[src/rtl/mips_pkg.sv]
// Shared encodings for the MIPS pipeline control: PC source select and the
// hazard controller's sequencing states.
package mips_pkg;

  typedef enum logic [1:0] {
    PCSrc_PCPlus4 = 2'b00,
    PCSrc_Jump    = 2'b01,
    PCSrc_JumpR   = 2'b10,
    PCSrc_Branch  = 2'b11
  } pcsrc_e;

  typedef enum logic [1:0] {
    ST_RUN     = 2'b00,
    ST_MEMWAIT = 2'b01,
    ST_ERROR   = 2'b10
  } hz_state_e;

  // $zero is never a real producer, so it can never create a dependency.
  function automatic logic reg_match(input logic [4:0] dst, input logic [4:0] src);
    return (dst != 5'd0) && (dst == src);
  endfunction

endpackage

[src/rtl/sat_counter.sv]
// Up-counter that sticks at all-ones instead of wrapping; used for the
// stall/flush performance counters.
module sat_counter #(
  parameter int W = 32
) (
  input  logic         clk,
  input  logic         clear_i,
  input  logic         inc_i,
  output logic [W-1:0] value_o
);

  logic [W-1:0] value_q;

  // Count register: clear wins, then increment unless already saturated.
  always_ff @(posedge clk) begin
    if (clear_i) begin
      value_q <= '0;
    end else if (inc_i && (value_q != {W{1'b1}})) begin
      value_q <= value_q + {{(W-1){1'b0}}, 1'b1};
    end else begin
      value_q <= value_q;
    end
  end

  assign value_o = value_q;

endmodule

[src/rtl/hazard_controller.sv]
// Stall/flush/freeze sequencing for the 5-stage MIPS pipe: load-use and
// jr-operand stalls, control flushes, memory-wait freeze with timeout.
module hazard_controller
  import mips_pkg::*;
#(
  parameter int CNT_W       = 32,
  parameter int MEM_TIMEOUT = 255
) (
  input  logic             clk,
  input  logic             reset,
  input  logic [4:0]       IFID_RegRsAddr,
  input  logic [4:0]       IFID_RegRtAddr,
  input  logic             IFID_UsesRt,
  input  logic [1:0]       IFID_PCSrc,
  input  logic             IDEX_MemRead,
  input  logic             IDEX_RegWrite,
  input  logic [4:0]       IDEX_RegWrAddr,
  input  logic             EXMEM_MemRead,
  input  logic             EXMEM_MemWrite,
  input  logic [4:0]       EXMEM_RegWrAddr,
  input  logic             EX_BranchTaken,
  input  logic             Mem_Ready,
  output logic             PC_Write,
  output logic             IFID_Write,
  output logic             IFID_Flush,
  output logic             IDEX_Flush,
  output logic             Pipe_Freeze,
  output logic             Mem_Timeout,
  output logic [CNT_W-1:0] Stall_Count,
  output logic [CNT_W-1:0] Flush_Count
);

  localparam int WAIT_W = $clog2(MEM_TIMEOUT + 1);

  hz_state_e         state_q, state_d;
  logic [WAIT_W-1:0] wait_q, wait_d;
  logic              timeout_q, timeout_d;

  logic memacc_s, lu_s, jrh_s, is_jump_s;
  logic r_pc_write_s, r_ifid_write_s, r_ifid_flush_s, r_idex_flush_s, r_ctrl_flush_s;
  logic apply_rules_s, freeze_s, ctrl_flush_s;

  assign memacc_s  = EXMEM_MemRead | EXMEM_MemWrite;
  assign lu_s      = IDEX_MemRead &
                     (reg_match(IDEX_RegWrAddr, IFID_RegRsAddr) |
                      (IFID_UsesRt & reg_match(IDEX_RegWrAddr, IFID_RegRtAddr)));
  assign jrh_s     = (IFID_PCSrc == PCSrc_JumpR) &
                     ((IDEX_RegWrite & reg_match(IDEX_RegWrAddr, IFID_RegRsAddr)) |
                      (EXMEM_MemRead & reg_match(EXMEM_RegWrAddr, IFID_RegRsAddr)));
  assign is_jump_s = (IFID_PCSrc == PCSrc_Jump) | (IFID_PCSrc == PCSrc_JumpR);

  // Branch/stall/jump priority chain, shared by RUN and the MEMWAIT release cycle.
  always_comb begin
    r_pc_write_s   = 1'b1;
    r_ifid_write_s = 1'b1;
    r_ifid_flush_s = 1'b0;
    r_idex_flush_s = 1'b0;
    r_ctrl_flush_s = 1'b0;
    if (EX_BranchTaken) begin
      r_ifid_flush_s = 1'b1;
      r_idex_flush_s = 1'b1;
      r_ctrl_flush_s = 1'b1;
    end else if (lu_s || jrh_s) begin
      r_pc_write_s   = 1'b0;
      r_ifid_write_s = 1'b0;
      r_idex_flush_s = 1'b1;
    end else if (is_jump_s) begin
      r_ifid_flush_s = 1'b1;
      r_ctrl_flush_s = 1'b1;
    end else begin
      r_ctrl_flush_s = 1'b0;
    end
  end

  // Next-state logic: memory wait tracking and timeout into ERROR.
  always_comb begin
    state_d       = state_q;
    wait_d        = wait_q;
    timeout_d     = timeout_q;
    apply_rules_s = 1'b0;
    freeze_s      = 1'b0;
    case (state_q)
      ST_RUN: begin
        if (memacc_s && !Mem_Ready) begin
          freeze_s = 1'b1;
          state_d  = ST_MEMWAIT;
          wait_d   = {{(WAIT_W-1){1'b0}}, 1'b1};
        end else begin
          apply_rules_s = 1'b1;
        end
      end
      ST_MEMWAIT: begin
        if (Mem_Ready) begin
          apply_rules_s = 1'b1;
          state_d       = ST_RUN;
        end else if (wait_q == WAIT_W'(MEM_TIMEOUT)) begin
          freeze_s  = 1'b1;
          state_d   = ST_ERROR;
          timeout_d = 1'b1;
        end else begin
          freeze_s = 1'b1;
          wait_d   = wait_q + {{(WAIT_W-1){1'b0}}, 1'b1};
        end
      end
      ST_ERROR: begin
        freeze_s = 1'b1;
      end
      default: begin
        freeze_s = 1'b1;
        state_d  = ST_ERROR;
      end
    endcase
  end

  // Control outputs; reset forces bubbles into both front-end registers.
  always_comb begin
    PC_Write     = 1'b1;
    IFID_Write   = 1'b1;
    IFID_Flush   = 1'b0;
    IDEX_Flush   = 1'b0;
    Pipe_Freeze  = 1'b0;
    ctrl_flush_s = 1'b0;
    if (reset) begin
      PC_Write   = 1'b0;
      IFID_Write = 1'b0;
      IFID_Flush = 1'b1;
      IDEX_Flush = 1'b1;
    end else if (freeze_s) begin
      PC_Write    = 1'b0;
      IFID_Write  = 1'b0;
      Pipe_Freeze = 1'b1;
    end else if (apply_rules_s) begin
      PC_Write     = r_pc_write_s;
      IFID_Write   = r_ifid_write_s;
      IFID_Flush   = r_ifid_flush_s;
      IDEX_Flush   = r_idex_flush_s;
      ctrl_flush_s = r_ctrl_flush_s;
    end else begin
      ctrl_flush_s = 1'b0;
    end
  end

  // State registers with synchronous reset.
  always_ff @(posedge clk) begin
    if (reset) begin
      state_q   <= ST_RUN;
      wait_q    <= '0;
      timeout_q <= 1'b0;
    end else begin
      state_q   <= state_d;
      wait_q    <= wait_d;
      timeout_q <= timeout_d;
    end
  end

  assign Mem_Timeout = timeout_q & ~reset;

  sat_counter #(.W(CNT_W)) u_stall_cnt (
    .clk     (clk),
    .clear_i (reset),
    .inc_i   (~reset & ~PC_Write),
    .value_o (Stall_Count)
  );

  sat_counter #(.W(CNT_W)) u_flush_cnt (
    .clk     (clk),
    .clear_i (reset),
    .inc_i   (~reset & ctrl_flush_s),
    .value_o (Flush_Count)
  );

endmodule

[config.mk]
export PLATFORM = sky130hd
export DESIGN_NAME = hazard_controller
export DESIGN_NICKNAME = d
export VERILOG_FILES = /design/src/rtl/mips_pkg.sv /design/src/rtl/sat_counter.sv /design/src/rtl/hazard_controller.sv
export SDC_FILE = /design/constraint.sdc
export NUM_CORES = 1
export LEC_CHECK = 0
export ABC_AREA = 1
export CORE_ASPECT_RATIO = 0.7
export CORE_MARGIN = 1.5
export CORE_UTILIZATION = 52
export DETAILED_ROUTE_END_ITERATION = 8
export MAX_ROUTING_LAYER = met4
export PLACE_DENSITY_LB_ADDON = 0.3
export SYNTH_ARGS = -nofsm -noshare
export SYNTH_HDL_FRONTEND = slang
export SYNTH_SLANG_ARGS = --single-unit
[constraint.sdc]
create_clock -name clk -period 2.6 [get_ports clk]
set_clock_uncertainty 0.05 [all_clocks]
set_input_delay 0.52 -clock clk [delete_from_list [all_inputs] [get_ports clk]]
set_output_delay 0.52 -clock clk [all_outputs]
set_load 0.05 [all_outputs]
Word level (Yosys, flattened, before mapping)
Index checks and enable logic that the tools add are counted.
{ "totals": {"regBits": 75} }
{ "op_classes": {"n_reduce_logical": 15, "addsub": 3, "n_mux": 33, "n_bitwise": 16, "n_eq_ne": 14} }
{ "ops": {"columns": ["cell", "count"], "rows": [
  ["adder 32 x 1 -> 32 bit (second input constant)", 2],
  ["!= test 32 bit (second input constant)", 2],
  ["two-way mux 8 bit", 3],
  ["two-way mux 1 bit", 23],
  ["case mux 8 bit (2 select lines)", 1],
  ["equality test 5 bit", 3],
  ["nonzero test 5 bit", 2],
  ["adder 8 x 1 -> 8 bit (second input constant)", 1],
  ["bitwise AND 1 bit", 8],
  ["equality test 8 bit (second input constant)", 1],
  ["logical AND 1 bit", 6],
  ["two-way mux 2 bit", 3],
  ["!= test 2 bit (second input constant)", 3],
  ["case mux 2 bit (3 select lines)", 1],
  ["AND reduction 3 bit", 2],
  ["equality test 2 x 1 -> 1 bit (second input constant)", 2],
  ["equality test 2 bit (second input constant)", 2],
  ["NOT 1 bit", 4],
  ["bitwise OR 1 bit", 4],
  ["case mux 1 bit (2 select lines)", 2],
  ["AND reduction 4 bit", 1],
  ["!= test 3 bit (second input constant)", 1],
  ["zero test 2 bit", 1],
  ["nonzero test 2 bit", 1],
  ["2 further kinds", 2]
]} }

Longest topological paths before layout
Gate-level depths: netlist (run 1).
{ "depth": {"depth_word": 14, "mapped_depth": 16, "depth_no_buf": 16} }

By module
From an unflattened synthesis (run 1), not the netlist that was laid out.
{ "hier_totals": {"cells_unflattened": 800, "area_unflattened_um2": 5072.4} }
{ "by_module_without_submodules": {"columns": ["mod", "area_each_um2", "n_inst", "cells_each"], "rows": [
  ["sat_counter", 2062.0, 2, 324],
  ["hazard_controller", 948.4, 1, 152]
]} }

Least setup slack after synthesis (run 1)
Ideal clock, no wire load.
{ "synth_timing": {"kind": "in2out", "from": "input IDEX_RegWrAddr[2]", "to": "output PC_Write", "path_buffers": 1, "path_stages": 12, "t_arrival_ns": 2.269, "slack_ns": -0.239, "path_cell_list": "nor2_1 -> nand2_1 -> nor2_1 -> nor2_1 -> nand3_1 -> nand2_1 -> nand2_1 -> nand2_2 -> nand2_2 -> nand2_2 -> nor2_1 -> buf_4"} }
{ "synth_between": {"elab_chain_len": 11} }
{ "synth_rtl": {"columns": ["item", "line_no", "text"], "rows": [
  ["start, declared", "hazard_controller.sv:17", "input logic [4:0] IDEX_RegWrAddr,"],
  ["equality test 5 bit or nonzero test 5 bit (tied branches)", "mips_pkg.sv:20", "return (dst != 5'd0) && (dst == src);"],
  ["logical AND 1 bit", "mips_pkg.sv:20", null],
  ["bitwise AND 1 bit, on equally long branches", "hazard_controller.sv:46, hazard_controller.sv:48", null],
  ["bitwise OR 1 bit, on equally long branches", "hazard_controller.sv:45, hazard_controller.sv:48", null],
  ["bitwise AND 1 bit, on equally long branches", "hazard_controller.sv:44, hazard_controller.sv:47", null],
  ["logical OR 1 bit *", "hazard_controller.sv:63", "end else if (lu_s || jrh_s) begin"],
  ["two-way mux 1 bit * (5 in a row)", null, null],
  ["end, declared", "hazard_controller.sv:23", "output logic PC_Write,"]
]} }
Mark *: on every way between the ends. The rest lies on a longest branch, timed or not.

Worst setup path in the final report (run 1)
{ "layout_timing": {"from": "input Mem_Ready", "to": "output IFID_Flush"} }
{ "layout_between": {"elab_chain_len": 7} }
{ "layout_rtl": {"columns": ["item", "line_no", "text"], "rows": [
  ["start, declared", "hazard_controller.sv:22", "input logic Mem_Ready,"],
  ["zero test 1 bit", "hazard_controller.sv:84", "if (memacc_s && !Mem_Ready) begin"],
  ["logical AND 1 bit", "hazard_controller.sv:84", null],
  ["two-way mux 1 bit", "hazard_controller.sv:84", null],
  ["case mux 1 bit (2 select lines)", "hazard_controller.sv:82", "case (state_q)"],
  ["two-way mux 1 bit", "hazard_controller.sv:132", "end else if (apply_rules_s) begin"],
  ["two-way mux 1 bit *", "hazard_controller.sv:128", "end else if (freeze_s) begin"],
  ["two-way mux 1 bit *", "hazard_controller.sv:123", "if (reset) begin"],
  ["end, declared", "hazard_controller.sv:25", "output logic IFID_Flush,"]
]} }
Marked as above.

==> results.py, run 1 <==
metrics = {
    "min_path": {
        "holdPathEnd": "timeout_q$_SDFFE_PP0P_",
        "hold_path_class": "reg -> reg",
        "hp-start": "timeout_q$_SDFFE_PP0P_",
        "min_path_cells": 2,
    },
    "global_route": {
        "grt_pass1_vias": 4848,
        "grt_overflow": 0,
        "grt.total_usage": 0.330,
        "grt_max_degree": 36,
        "antenna_found_initial": 0,
        "grt_pass1_wl_um": 25400,
    },
    "floorplanning": {
        "start_util": 0.538,
        "core_um2": 9070,
        "die_width_um": 119,
        "rows": 29,
        "die_h_um": 84.1,
        "dieArea_um2": 9980,
        "pin_count": 101,
    },
    "route": {
        "drc_errors": 0,
        "vias": 5526,
        "wire_per_inst_um": 16.5,
        "dr.pass1.iters": 7,
        "drt_iter0_drc": 513,
        "ant_nets": 0,
        "wirelength_um": 16200,
        "viasPerCell": 5.60,
    },
    "setup_path": {
        "cp.required_ns": 2.03,
        "cp-start-kind": "input pin",
        "path_max_fanout": 3,
        "cp_data_arrival_time_ns": 2.04,
        "slowest_delay_ns": 0.50,
        "reg2reg_from": "wait_q[0]$_SDFFE_PP0P_",
        "critical_path_class": "in -> out",
        "path_cells": "clkdlybuf4s50_1, nor2_1, nand3_2, nand2_2, nor2_4, inv_1, a21oi_2, nand2_1, nand2_2, buf_12",
        "endpoint_kind": "primary output",
        "rr_worst_depth": 10,
        "crit_slowest_cell": "clkdlybuf4s50_1",
        "cpMostUsedCell": "nand2_2",
        "timing.rr.end": "wait_q[7]$_SDFFE_PP0P_",
        "regToRegSetupSlack_ns": 0.30,
    },
    "synthesis": {
        "synth_area_um2": 4880,
        "synth_nets": 788,
        "synth_seq_cells": 75,
        "ys_types": 38,
        "syn_inst": 753,
        "synthSimpleGateAreaFrac": 0.400,
        "ys_seq_area_frac": 0.308,
        "synth_warnings": 0,
        "synth_top_family_by_area": "simple AND/OR/NAND/NOR gates",
        "synthAdderAreaFrac": 0.0103,
        "synth_compound_area_frac": 0.0862,
        "muxShareOfSynthArea": 0,
        "synth.avg_cell_area_um2": 6.48,
        "synth-xor-area-share": 0.111,
    },
    "final_layout": {
        "fillers": 786,
        "layout_common_cells": "nand2_1 (225), nor2_1 (76), dfxtp_1 (75)",
        "layout.nets": 894,
        "post-route-cell-area_um2": 6530,
        "final_common_cell": "nand2_1",
        "diodes": 0,
        "layout-drive-gt1-share": 0.102,
        "layout-area-overhead-vs-synth_pct": 33.7,
    },
    "pwr": {
        "power_leakage_nw": 2.42,
        "powerDensity_nw_per_um2": 468,
        "irDropWorstVdd_mv": 0.344,
    },
    "sta": {
        "finalCriticalPeriod_ns": 2.61,
        "fin_crit_sh": 1.00,
        "max_freq_ghz": 0.384,
        "setup_viol": 1,
        "slew-limit-headroom": 0.648,
        "slew_viol_final": 0,
        "setup_ws_ns": -0.00617,
        "hold_viol": 0,
        "tightest_slew_ns": 0.527,
        "fin_tns_setup_ns": -0.00617,
    },
    "place": {
        "numPortBuffers": 100,
        "gp_congestion": 1.01,
        "dp_hpwl_um": 11900,
        "placed_area_um2": 6090,
    },
    "clock_network": {
        "ctsHtreeMaxLevel": 3,
        "cts-buffers-inserted": 9,
        "insertion_delay_ns": 0.34,
        "clock-sinks": 75,
        "clk_pin_slew_ns": 0.06,
        "cts_buffer_depth": 2,
        "root_buffer": "clkbuf_16",
        "cts_tree": "built",
    },
    "run_status": {
        "status": "complete, but fails checks",
        "violations": "setup timing",
    },
    "run": {
        "drv_cap": 0,
    },
}
## logic make-up (layout without fill, tap and decap cells)
kind of cell	count (synthesis)	after routing
AO/OA/AOI/OAI	79	79
XOR/XNOR	62	62
adder cells (fa/ha/maj)	4	4
buffers and inverters	92	202
flip-flops	75	75
AND/OR/NAND/NOR	441	441
## flip-flops by register name (all words and copies together), names as in the netlist
register and flops:
wait_q 8, u_stall_cnt.value_o 32, timeout_q 1, u_flush_cnt.value_o 32, state_q 2
## cells in the mapped netlist
cell      count  area (um2)
xor2_1       38         333
nand2_2       6        37.5
dfxtp_1      75        1500
nand3_2       2        20.0
nand4_1      40         250
o21ai_0       3        15.0
inv_1        57         214
buf_6         4        45.0
and3_1        1        6.26
buf_2         3        15.0
a21oi_1      65         325
nand3b_1      2        15.0
nand3_1      28         140
nand4_4       1        21.3
a211oi_1      1        7.51
nor3_4        1        16.3
nor3_2        1        10.0
nor3b_1       2        15.0
buf_4         9        67.6
inv_2         7        26.3
a31oi_1       1        6.26
a21oi_2       1        8.76
o21ai_1       1        5.00
nor2_2        2        12.5
or2_0         1        6.26
ha_1          4        50.1
nand2_1     228         856
nor2_1       80         300
nor3_1       34         170
xnor2_1      24         210
o21ai_2       1        8.76
buf_1         2        7.51
a21boi_1      1        7.51
nor4_1       12        75.1
clkbuf_1     10        37.5
o22ai_1       1        6.26
o21a_1        1        7.51
o21bai_1      3        22.5
## worst max path at each step
stage | from | endpoint | slack [ns] | cells past startpoint
after floorplan | IDEX_RegWrAddr[2] | PC_Write | 0.04 | 12
after CTS | IFID_RegRtAddr[2] | IFID_Write | 0.001 | 13
final | Mem_Ready | IFID_Flush | -0.006 | 10
after detailed placement | IDEX_RegWrAddr[1] | IFID_Write | -0.22 | 13
after global placement | IDEX_RegWrAddr[1] | PC_Write | -0.15 | 14
after global routing | EXMEM_MemWrite | IFID_Flush | -0.08 | 11
## final cells by class
type,count,area (um2),area share
clock buffers,11,253,0.0387
inverters,64,240,0.0368
well taps,124,155,0.0238
clock inverters,4,97.6,0.0150
multi-input cells,586,3030,0.465
flip-flops and latches,75,1500,0.230
repair buffers,123,1250,0.191
## critical path, delay by kind of cell
kind | cells | cell delay [ns]
and+or+nand+nor | 6 | 0.64
AOI/OAI and AO/OA | 1 | 0.14
buffers and inverters | 3 | 0.73
## layer usage
layer / track usage / routed length [um] / up-vias
li1: - / - / 2671
met1: 0.482 / 7720 / 2534
met2: 0.469 / 6830 / 300
met3: 0.0690 / 1510 / 21
met4: 0.0646 / 187 / 0
met5: - / 0 / -
## metrics by stage
| step | setup slack, ns | hold WS, ns | cells | utilization | total power [mW] |
|---|---|---|---|---|---|
| CTS | 0.00134 | 0.432 | 985 | 0.712 | 3.04 |
| detailed placement | -0.220 | 0.421 | 968 | 0.671 | 1.57 |
| global placement | -0.150 | 0.398 | 968 | 0.671 | 1.56 |
| floorplan | 0.0395 | 0.386 | 753 | - | 1.42 |
| finish | -0.00617 | 0.432 | 987 | 0.719 | 3.05 |
| global route | -0.0799 | 0.456 | 987 | 0.719 | 3.15 |
## what timing repair did
action                     4_1_cts  5_1_grt
hold buffers                     0        0
setup endpoints to repair        4        4
gates resized for setup         29       25
pin swaps                       15       14
buffers inserted                 2        3
## report_power, final
part	switching (mW)	internal [mW]	leakage (nW)
logic	0.248	0.153	1.64
clock network	0.500	0.985	0.168
registers	0.0107	1.16	0.605
Note: power is estimated with default switching activity, not from simulation.
==> run 2: changes to the inputs <==
--- a/config.mk
+++ b/config.mk
@@ -5,10 +5,9 @@
 export SDC_FILE = /design/constraint.sdc
 export NUM_CORES = 1
 export LEC_CHECK = 0
-export ABC_AREA = 1
 export CORE_ASPECT_RATIO = 0.7
 export CORE_MARGIN = 1.5
-export CORE_UTILIZATION = 52
+export CORE_UTILIZATION = 50
 export DETAILED_ROUTE_END_ITERATION = 8
 export MAX_ROUTING_LAYER = met4
 export PLACE_DENSITY_LB_ADDON = 0.3
==> run 2 against run 1 <==
The run now ends clean. Die area shrank 14%. Sequential power is essentially flat. Hold slack got worse by 0.0084 ns. Synthesized cell count down 37%.
==> results.py, run 2 <==
metrics = {
    "run_status": {
        "status": "completed",
    },
    "pwr": {
        "power_leakage_nw": 2.13,
        "irDropWorstVdd_mv": 0.357,
        "powerDensity_nw_per_um2": 479,
        "power.total_mw": 2.80,
    },
    "run": {
        "drv_cap": 0,
    },
    "clock_network": {
        "cts-buffers-inserted": 9,
        "cts_tree": "built",
        "clock-sinks": 75,
        "cts_buffer_depth": 2,
        "insertion_delay_ns": 0.34,
        "root_buffer": "clkbuf_16",
        "clk_pin_slew_ns": 0.06,
        "ctsHoldBuffers": 0,
        "ctsHtreeMaxLevel": 3,
    },
    "global_route": {
        "grt_max_degree": 52,
        "antenna_found_initial": 0,
        "grt_overflow": 0,
        "grt_pass1_vias": 4028,
        "grt.total_usage": 0.286,
        "grt_pass1_wl_um": 18900,
    },
    "final_layout": {
        "layout-drive-gt1-share": 0.199,
        "layout.nets": 647,
        "layout-area-overhead-vs-synth_pct": 45.5,
        "final_common_cell": "dfxtp_1",
        "diodes": 0,
        "fillers": 566,
        "layout_common_cells": "dfxtp_1 (75), clkdlybuf4s50_1 (69), nor2_1 (47)",
        "utilization": 0.747,
    },
    "setup_path": {
        "slowest_delay_ns": 0.35,
        "path_cells": "dlygate4sd2_1, xnor2_2, nand3_2, a211o_4, inv_2, nor2_1, a21oi_1, o21ai_1, buf_6",
        "rr_worst_depth": 8,
        "regToRegSetupSlack_ns": 0.17,
        "timing.rr.end": "u_flush_cnt.value_o[13]$_SDFFE_PP0P_",
        "endpoint_kind": "primary output",
        "reg2reg_from": "u_flush_cnt.value_o[7]$_SDFFE_PP0P_",
        "cp_data_arrival_time_ns": 2.01,
        "cp-start-kind": "input pin",
        "path_max_fanout": 3,
        "crit_slowest_cell": "a211o_4",
        "critical_path_class": "in -> out",
        "cp.required_ns": 2.03,
    },
    "synthesis": {
        "syn_inst": 474,
        "synth_edf_count": 0,
        "yosysMostFrequentCell": "dfxtp_1",
        "synthArstFlopShare": 0,
        "synth_seq_cells": 75,
        "synth_nets": 509,
        "synth_top_cell_by_area": "dfxtp_1",
        "ys_types": 62,
        "synth_flop_cell": "dfxtp_1",
        "synth_top_area_share": 0.373,
        "synth.avg_cell_area_um2": 8.49,
        "ys_seq_area_frac": 0.373,
        "synth_warnings": 0,
        "synthTopCellsByCount": "dfxtp_1 (75), nor2_1 (48), a21oi_1 (33), nand3_1 (33)",
        "yosys-top-cells-area": "dfxtp_1 (37%), xor2_1 (5.9%), nor2_1 (4.5%)",
        "synth_area_um2": 4020,
    },
    "sta": {
        "max_freq_ghz": 0.387,
        "rsz0062_at_grt": "true",
        "fin_tns_setup_ns": 0,
        "finalCriticalPeriod_ns": 2.58,
        "fin_crit_sh": 0.993,
        "tightest_slew_ns": 0.618,
        "slew_viol_final": 0,
        "setup_ws_ns": 0.0182,
        "hold_viol": 0,
        "fin_hold_ws_ns": 0.424,
        "setup_viol": 0,
        "slew-limit-headroom": 0.585,
    },
    "min_path": {
        "hold_path_class": "reg -> reg",
        "holdPathEnd": "timeout_q$_SDFFE_PP0P_",
        "hp-start": "timeout_q$_SDFFE_PP0P_",
        "min_path_cells": 2,
    },
    "route": {
        "dr.pass1.iters": 4,
        "ant_nets": 0,
        "drt_iter0_drc": 312,
        "wire_per_inst_um": 16.7,
        "vias": 4240,
        "wirelength_um": 12000,
        "viasPerCell": 5.91,
        "drc_errors": 0,
    },
    "floorplanning": {
        "start_util": 0.513,
        "core_um2": 7840,
        "die_width_um": 110,
        "die_h_um": 78.0,
        "dieArea_um2": 8600,
        "rows": 27,
        "pin_count": 101,
    },
    "place": {
        "dpl_worst_slack_ns": -0.440,
        "numPortBuffers": 100,
        "gp_congestion": 0.877,
        "dp_hpwl_um": 8400,
    },
}
==> run 2: cell count changes in the layout (fill, tap and decap cells not counted), moves of 14 or more <==
cell,delta
a21oi_1,-33
inv_1,-38
nand4_1,-14
nor3_1,-26
or3_1,+19
nand2_1,-201
nor2_1,-29
buf_4,+26
==> run 2: how the worst max path moves through the flow <==
stage                      startpoint                              endpoint  slack [ns]
floorplan               IFID_PCSrc[0]                            IDEX_Flush       -0.14
global placement        IFID_PCSrc[0]                              PC_Write       -0.35
detailed placement      IFID_PCSrc[0]  u_flush_cnt.value_o[16]$_SDFFE_PP0P_       -0.44
CTS                 IDEX_RegWrAddr[1]                            IFID_Flush      0.0005
global route        IFID_RegRtAddr[0]                            IFID_Flush       -0.02
finish              IFID_RegRsAddr[4]                            IFID_Flush        0.02
==> run 2: final cells by class <==
cell class,count,area [um2],share of cell area
clock buffer,11,253,0.0432
clock inverter,5,58.8,0.0100
multi-input combinational,364,2510,0.429
timing repair buffer,146,1340,0.229
tap,101,126,0.0216
sequential,75,1500,0.257
inverter,16,60.1,0.0103
==> run 2: worst max-delay path, delay by kind of cell <==
family                 cells  cell delay [ns]
buffers and inverters      3             0.55
AO/OA/AOI/OAI              3             0.58
XOR/XNOR                   1             0.23
AND/OR/NAND/NOR            2             0.14
==> run 2: metrics by stage <==
| stage | area, um2 | cells |
|---|---|---|
| floorplan | 4030 | 474 |
| global placement | 5350 | 696 |
| detailed placement | 5350 | 696 |
| CTS | 5720 | 714 |
| global route | 5850 | 718 |
| finish | 5850 | 718 |
==> run 2: kinds of logic after synthesis <==
family          count (synthesis)  synth area share
compound gates                 92             0.158
xor+xnor                       44            0.0958
fa+ha+maj                       4            0.0124
buf+inv                        35            0.0398
flops                          75             0.373
mux                             4            0.0106
simple gates                  220             0.310
==> run 2: power by group <==
group	switching [mW]	total, mW	internal (mW)
clock	0.505	1.30	0.797
sequential	0.0129	1.17	1.16
combinational	0.192	0.328	0.136
==> run 2: timing repair <==
item,CTS,global route
pin swaps,13,19
setup buffers,2,4
gates resized for setup,38,38
setup endpoints to repair,22,21
==> run 2: layer usage <==
layer	track usage	vias up	part of all wire	wire length (um)
li1	-	2013	-	-
met1	0.370	2006	0.44	5310
met2	0.451	200	0.47	5640
met3	0.0598	21	0.069	827
met4	0.0885	0	0.017	204
met5	-	-	0	0
==> run 3: changes to the inputs <==
--- a/config.mk
+++ b/config.mk
@@ -10,7 +10,7 @@
 export CORE_UTILIZATION = 50
 export DETAILED_ROUTE_END_ITERATION = 8
 export MAX_ROUTING_LAYER = met4
-export PLACE_DENSITY_LB_ADDON = 0.3
+export PLACE_DENSITY = 0.88
 export SYNTH_ARGS = -nofsm -noshare
 export SYNTH_HDL_FRONTEND = slang
 export SYNTH_SLANG_ARGS = --single-unit
==> run 3 against run 2 <==
The run now ends with setup timing left. Hold slack better by 0.012 ns. Sequential power hardly changed. Critical path depth is 1 higher. Clock power hardly changed. Routed wire length is 2.0% higher. Power hardly changed. Register-to-register slack worse by 0.11 ns. Largest cell class unchanged.
==> results.py, run 3 (same netlist as run 2, synthesis figures left out) <==
metrics = {
    "run_status": {
        "status": "complete, but fails checks",
        "violations": "setup timing",
    },
    "place": {
        "dp_hpwl_um": 8320,
        "numPortBuffers": 100,
        "placed_area_um2": 5370,
        "dpl_worst_slack_ns": -0.452,
        "gp_congestion": 0.922,
    },
    "setup_path": {
        "endpoint_kind": "flip-flop",
        "startpoint": "EXMEM_MemWrite",
        "path_max_fanout": 5,
        "cp-start-kind": "input pin",
        "timing.rr.end": "u_stall_cnt.value_o[13]$_SDFFE_PP0P_",
        "regToRegSetupSlack_ns": 0.06,
        "rr_worst_depth": 8,
        "cp.required_ns": 2.79,
        "critical_path_class": "in -> reg",
        "reg2reg_from": "u_stall_cnt.value_o[18]$_SDFFE_PP0P_",
        "cp_data_arrival_time_ns": 2.83,
        "endpoint": "u_stall_cnt.value_o[13]$_SDFFE_PP0P_",
    },
    "min_path": {
        "hold_path_class": "reg -> reg",
    },
    "global_route": {
        "use_met2": 0.489,
        "busiest_layer": "met2",
        "use_met1": 0.355,
        "antenna_found_initial": 0,
        "grt.total_usage": 0.296,
        "grt_pass1_vias": 4090,
        "grt_max_degree": 35,
        "grt_overflow": 0,
        "use_met3": 0.0648,
        "grt_pass1_wl_um": 19500,
    },
    "floorplanning": {
        "start_util": 0.513,
        "rows": 27,
        "die_width_um": 110,
        "core_um2": 7840,
        "die_h_um": 78.0,
        "dieArea_um2": 8600,
        "pin_count": 101,
    },
    "run": {
        "drv_cap": 0,
    },
    "final_layout": {
        "post-route-cell-area_um2": 5810,
        "layout_common_cells": "dfxtp_1 (75), clkdlybuf4s50_1 (68), buf_4 (47)",
        "layout-area-overhead-vs-synth_pct": 44.4,
        "final_common_cell": "dfxtp_1",
        "layout-drive-gt1-share": 0.195,
        "layout.nets": 649,
        "diodes": 0,
    },
    "sta": {
        "fin_crit_sh": 1.01,
        "setup_viol": 1,
        "max_freq_ghz": 0.379,
        "setup_ws_ns": -0.0379,
        "hold_viol": 0,
        "rsz0062_at_grt": "true",
        "finalCriticalPeriod_ns": 2.64,
        "tightest_slew_ns": 0.582,
        "fin_hold_ws_ns": 0.436,
        "slew_viol_final": 0,
        "slew-limit-headroom": 0.608,
    },
    "clock_network": {
        "root_buffer": "clkbuf_16",
        "cts-buffers-inserted": 9,
        "insertion_delay_ns": 0.34,
        "cts_buffer_depth": 2,
        "ctsHtreeMaxLevel": 3,
        "clock-sinks": 75,
        "clk_pin_slew_ns": 0.06,
        "cts_tree": "built",
    },
    "route": {
        "drc_errors": 0,
        "viasPerCell": 6.06,
        "wirelength_um": 12200,
        "wire_per_inst_um": 17.0,
        "ant_nets": 0,
        "vias": 4360,
        "dr.pass1.iters": 5,
        "drt_iter0_drc": 402,
    },
    "pwr": {
        "power_leakage_nw": 2.09,
        "powerDensity_nw_per_um2": 482,
        "irDropWorstVdd_mv": 0.342,
        "power.total_mw": 2.80,
    },
}
-- run 3: changes by cell type in the layout (fill, tap and decap cells not counted), sizes merged, moves of 2 or more --
cell          delta
dlymetal6s2s     -5
buf              +4
dlygate4sd2      +4
clkbuf           -2
clkinvlp         -2
inv              +2
-- run 3: worst min path at each step --
stage                            from                      to  slack [ns]  depth (start not counted)
3_3_place_gp   timeout_q$_SDFFE_PP0P_  timeout_q$_SDFFE_PP0P_        0.40                          2
2_1_floorplan  timeout_q$_SDFFE_PP0P_  timeout_q$_SDFFE_PP0P_        0.38                          2
6_report       timeout_q$_SDFFE_PP0P_  timeout_q$_SDFFE_PP0P_        0.44                          2
3_5_place_dp   timeout_q$_SDFFE_PP0P_  timeout_q$_SDFFE_PP0P_        0.41                          2
5_1_grt        timeout_q$_SDFFE_PP0P_  timeout_q$_SDFFE_PP0P_        0.46                          2
4_1_cts        timeout_q$_SDFFE_PP0P_  timeout_q$_SDFFE_PP0P_        0.43                          2
-- run 3: through the flow --
stage	TNS, ns	utilization	instances
final	-0.0379	0.741	720
after global routing	-0.189	0.741	720
after CTS	0	0.738	717
after detailed placement	-20.12	0.685	697
after global placement	-17.06	0.685	697
after floorplan	-0.141	-	474
-- run 3: per-layer routing --
metal  wire length [um]  up-vias
li1                   -     2029
met1               5220     2090
met2               5980      209
met3                757       32
met4                261        0
met5                  0        -
-- run 3: power by group --
part / total [mW] / leakage [nW] / internal [mW] / switching, mW
logic: 0.323 / 1.34 / 0.138 / 0.184
clock network: 1.31 / 0.154 / 0.780 / 0.527
registers: 1.17 / 0.605 / 1.16 / 0.0139
total: 2.80 / 2.09 / 2.08 / 0.725
-- run 3: repair_timing --
item,in CTS,in global routing
gates resized for setup,57,20
endpoints found under the hold margin,0,0
pin swaps,21,12
endpoints found under the setup margin,36,25
hold buffers,0,0
buffers inserted,4,3
-- run 3: worst max-delay path, stage by stage --
cell and delay [ns]:
clkdlybuf4s50_1 0.53, nor3_4 0.06, nor2_1 0.11, nor2_1 0.05, buf_4 0.17, a2111oi_4 0.39, nand3b_2 0.19, buf_4 0.19
or3_1 0.35, a21oi_1 0.26
-- run 3: area by class of cell --
| class | instances | area, um2 |
|---|---|---|
| Sequential cell | 75 | 1500 |
| Multi-Input combinational cell | 364 | 2460 |
| Timing Repair Buffer | 148 | 1350 |
| Fill cell | 569 | 2030 |
| Tap cell | 101 | 126 |
| Clock inverter | 6 | 70.1 |
| Clock buffer | 10 | 239 |
| Inverter | 16 | 60.1 |
